==> src/rtl/req_arbiter_4.sv <==
// Four-requester arbiter: grant, hold, forced release after MAX_HOLD cycles under contention.
// Define REQ_ARBITER_RR_EN for round-robin selection; the default is fixed priority (req[3] highest).
module req_arbiter_4 #(
  parameter int MAX_HOLD = 16,
  parameter int CNT_W    = 8
) (
  input  logic       clk,
  input  logic       rst,
  input  logic [3:0] req,
  output logic [3:0] grant,
  output logic [1:0] gnt_id,
  output logic       gnt_valid,
  output logic       preempt
);

  typedef enum logic [1:0] {IDLE, GRANT, RELEASE} state_t;

  localparam logic [CNT_W-1:0] HOLD_LAST = CNT_W'(MAX_HOLD - 1);

  state_t           state, state_nxt;
  logic [CNT_W-1:0] hold_cnt, hold_cnt_nxt;
  logic [1:0]       last_owner, last_owner_nxt;
  logic [3:0]       grant_nxt;
  logic [1:0]       gnt_id_nxt;
  logic             gnt_valid_nxt;
  logic             preempt_nxt;
  logic [1:0]       win_id;
  logic             owner_req;
  logic             others_req;

  assign owner_req  = req[gnt_id];
  assign others_req = |(req & ~(4'b0001 << gnt_id));

`ifdef REQ_ARBITER_RR_EN
  logic [1:0] rr_cand;
  logic       rr_found;

  // Search starts just below the previous owner and wraps, so the previous owner comes last.
  always_comb begin
    win_id   = '0;
    rr_found = 1'b0;
    rr_cand  = '0;
    for (int i = 1; i <= 4; i++) begin
      rr_cand = last_owner - 2'(i);
      if (!rr_found && req[rr_cand]) begin
        win_id   = rr_cand;
        rr_found = 1'b1;
      end
    end
  end
`else
  always_comb begin
    win_id = '0;
    for (int i = 0; i < 4; i++) begin
      if (req[i]) win_id = 2'(i);
    end
  end
`endif

  always_ff @(posedge clk) begin
    if (rst) begin
      state      <= IDLE;
      grant      <= '0;
      gnt_id     <= '0;
      gnt_valid  <= 1'b0;
      preempt    <= 1'b0;
      hold_cnt   <= '0;
      last_owner <= '0;
    end else begin
      state      <= state_nxt;
      grant      <= grant_nxt;
      gnt_id     <= gnt_id_nxt;
      gnt_valid  <= gnt_valid_nxt;
      preempt    <= preempt_nxt;
      hold_cnt   <= hold_cnt_nxt;
      last_owner <= last_owner_nxt;
    end
  end

  always_comb begin
    state_nxt      = state;
    grant_nxt      = grant;
    gnt_id_nxt     = gnt_id;
    gnt_valid_nxt  = gnt_valid;
    preempt_nxt    = 1'b0;
    hold_cnt_nxt   = hold_cnt;
    last_owner_nxt = last_owner;

    case (state)
      GRANT: begin
        // An owner dropping its request wins over a simultaneous timeout, so no preempt then.
        if (!owner_req) begin
          state_nxt     = RELEASE;
          grant_nxt     = '0;
          gnt_valid_nxt = 1'b0;
        end else if (hold_cnt == HOLD_LAST && others_req) begin
          state_nxt     = RELEASE;
          grant_nxt     = '0;
          gnt_valid_nxt = 1'b0;
          preempt_nxt   = 1'b1;
        end else if (hold_cnt != HOLD_LAST) begin
          hold_cnt_nxt = hold_cnt + 1'b1;
        end
      end
      default: begin
        grant_nxt     = '0;
        gnt_valid_nxt = 1'b0;
        if (|req) begin
          state_nxt      = GRANT;
          grant_nxt      = 4'b0001 << win_id;
          gnt_id_nxt     = win_id;
          gnt_valid_nxt  = 1'b1;
          hold_cnt_nxt   = '0;
          last_owner_nxt = win_id;
        end else begin
          state_nxt = IDLE;
        end
      end
    endcase
  end

endmodule

==> config.mk <==
export PLATFORM = sky130hd
export DESIGN_NAME = req_arbiter_4
export DESIGN_NICKNAME = d
export VERILOG_FILES = /design/src/rtl/req_arbiter_4.sv
export SDC_FILE = /design/constraint.sdc
export NUM_CORES = 1
export LEC_CHECK = 0
export CORE_MARGIN = 2
export CORE_UTILIZATION = 40
export DETAILED_ROUTE_END_ITERATION = 8
export SETUP_SLACK_MARGIN = 0.15
export SLEW_MARGIN = 15
export SYNTH_ARGS = -nofsm -noshare
export SYNTH_HDL_FRONTEND = slang
export SYNTH_SLANG_ARGS = --single-unit
==> constraint.sdc <==
create_clock -name clk -period 1.85 [get_ports clk]
set_input_delay 0.2775 -clock clk [delete_from_list [all_inputs] [get_ports clk]]
set_output_delay 0.2775 -clock clk [all_outputs]
set_load 0.01 [all_outputs]
==> results.md <==
- Status: finished clean
- Mux share of post-synthesis cell area: 6.31%
- Initial drt markers: 26
- Pin count of the biggest net entering global routing: 12
- Final Critical Period: 1700 ps
- Worst Setup End Kind: flop
- Main combinational cell family by area after synthesis: simple AND/OR/NAND/NOR gates
- Vias: 815
- Via density per instance: 5.43
- Antenna cells: 0
- CTS tree: yes
- Clock transition at the registers of the reported paths: 100 ps
- Number of synthesis warnings: 0
- Post-route insts no fill: 150
- Unrepaired setup endpoints after global routing: yes
- Net count after synthesis: 103
- Synth Area per Inst: 9.08 sq um
- Adder-Cell Fraction of Synth Area: 1.43%
- XOR/XNOR share of the synthesized area: 0%
- Worst hold slack: 461 ps
- Synthesized cell area: 872 sq um
- Post-synthesis sequential area ratio: 39.0%
- Cells after Synth: 96
- Die Wd: 50.7 um
- Number of global-route vias before repair: 764
- Synth area leaders: dfxtp_1 (39%), nand2_1 (4.3%), nor2_1 (3.9%)
- CTS Buf Count: 3
- Clock sink total: 17
- Worst slack at placement: -193 ps
- Final wirelength: 1890 um
- # fillers: 181
- Yosys cell types: 40
- Comb pwr share: 25.9%
- Worst-path fanout max: 6
- Global route total overflow: 0
- CTS Hold Bufs: 0
- Dpl cells: 145
- Relative slew margins: 62.8%
- Leading area contributor after synthesis: dfxtp_1
- Area Growth Syn to Fin: 32.7%
- FF+latch count, synth: 17
- Final setup vio count: 0
- Reg2Reg Depth: 4
- Initial core utilization: 43.6%
- Maxcap violations: 0
- GRT Overall Usage: 17.7%
- Tcrit/Tclk final: 91.8%
- Sw Ratio: 28.9%
- Worst Hold Depth: 2
- Worst slew pin tran: 556 ps
- Min-Delay Path Class: reg2reg
- Worst Path Required: 2030 ps
- DRT Pass-1 Iters: 4
- Layout cells sized above 1: 24.4%
- Clock root buffer: clkbuf_4
- Seq. cell area: 347 sq um
- Initial antenna violation count: 0
- Slew Limit Fails: 0
- I/O pins: 14
- P_leak: 0.000451 uW
- Share of the synthesized area in the top cell type: 39.0%
- Insertion delay to the later sink of the worst-skew pair: 290 ps
- EDFF count, synth: 0
- Flop pwr share: 49.8%
- PortBufs: 13
- HPWL Detailed: 1440 um
- Cell Pwr Density: 709 mW/mm^2
- Peak VDD IR: 0.470 mV
- GPL Wtd Cong: 0.853
- First-pass GRT wire length: 3460 um
- # H-tree levels: 1
- Setup Crit Path Kind: reg2reg
- Die area: 0.00257 sq mm
- WP data arrival: 1880 ps
- Primary FF master, synth: dfxtp_1
- Post-synthesis compound-gate area fraction: 21.2%
- Row cnt: 16
- Area of the multi-input gates: 519 sq um
- Net switching power: 237 uW
- Power Internal: 583 uW
- Die Y: 50.7 um
- Fin nets: 131
- Fin Clk Skew: 0.872 ps
- Routed Antenna Nets: 0
- Max Clk Rate: 589 MHz
- Max clock buf depth: 2
- Final hold vios: 0
- Synth async-reset ratio: 0%
- Post-DR wirelength/cell: 12.6 um
- CP Launch Type: flop
- Post-Synth Simple-Gate Area: 29.3%
- Setup ws final: 152 ps
- Drt drc: 0
- Clock share of power: 24.3%
- Core footprint: 0.00200 sq mm
==> metal layers <==
layer	vias up	part of all wire [%]	wire, um	global-route usage [%]
met5	-	0	0	0
met4	0	0.79	15	5.41
met3	2	8.0	151	3.57
met2	26	42	797	25.7
met1	373	49	927	26.2
li1	414	-	-	-
==> state kept, by name, summed over array words and instances (netlist names) <==
register,cells
state,2
gnt_id,2
preempt,1
hold_cnt,8
grant,4
==> logic make-up after synthesis <==
logic type,Yosys count
AND/OR/NAND/NOR,46
AO/OA/AOI/OAI,22
flip-flops,17
buffers and inverters,6
multiplexers,4
adder cells (fa/ha/maj),1
==> synthesized netlist by cell type, types with 2 or more instances <==
cell,n
nor2_1,9
mux2_2,2
dfxtp_1,17
nor3_1,2
nand2_1,10
o21ai_0,5
or3_1,3
nor3b_1,2
nand3_1,6
and2_1,3
and3_1,3
a21oi_1,3
inv_1,4
==> worst paths after layout <==
kind                            slack [ps]                       end                startpoint
worst max-delay path                   150  hold_cnt[5]$_SDFFE_PP0P_  hold_cnt[4]$_SDFFE_PP0P_
worst min-delay path                   460     grant[2]$_SDFFE_PP0P_     grant[2]$_SDFFE_PP0P_
worst max register to register         150  hold_cnt[5]$_SDFFE_PP0P_  hold_cnt[4]$_SDFFE_PP0P_
worst min register to register         460     grant[2]$_SDFFE_PP0P_     grant[2]$_SDFFE_PP0P_
==> critical path, cell delays in order, from the launching register on <==
cell	delay [ps]
dfxtp_2	340
or4_4	540
o211a_4	290
and4b_1	180
a221o_1	250
==> layout by cell type, fill, tap and decap left out, drive strengths merged, types with 2 or more instances in the layout <==
master          n
o21ai           5
clkdlybuf4s50  10
clkbuf          4
nor2            9
inv             4
or4             2
nand3           6
and3            3
dfxtp          17
mux2            2
dlygate4sd2     3
o211a           2
nor3b           2
a211o           2
and2            3
buf            12
nor3            3
or3             3
a21oi           3
nand2          10
==> power groups by stage <==
stage	Clock (uW)	Combinational (uW)	Sequential, uW
2_1_floorplan	0	106	422
3_3_place_gp	0	203	416
3_5_place_dp	0	205	417
4_1_cts	208	205	409
5_1_grt	221	235	413
6_report	199	212	409
==> repair_timing <==
item,in CTS,in global routing
endpoints found under the setup margin,5,9
resized for setup,5,4
pin swaps,0,4
setup buffers,0,1
==> per-stage QoR <==
| stage | area, sq um | power, uW | setup TNS, ps | util (%) |
|---|---|---|---|---|
| after detailed placement | 1110 | 623 | -1930 | 55.5 |
| after floorplan | 873 | 527 | 0 | - |
| final | 1160 | 820 | 0 | 57.8 |
| after CTS | 1140 | 822 | 0 | 57.0 |
| after global routing | 1160 | 869 | 0 | 57.8 |
| after global placement | 1110 | 619 | -1650 | 55.5 |
==> layout make-up <==
| cell class | count | area share [%] |
|---|---|---|
| multi-input combinational | 73 | 44.9 |
| sequential | 17 | 29.9 |
| timing repair buffer | 25 | 18.7 |
| tap | 27 | 2.92 |
| clock buffer | 4 | 2.27 |
| inverter | 4 | 1.30 |
No activity file was read; power rests on OpenSTA's default activity.
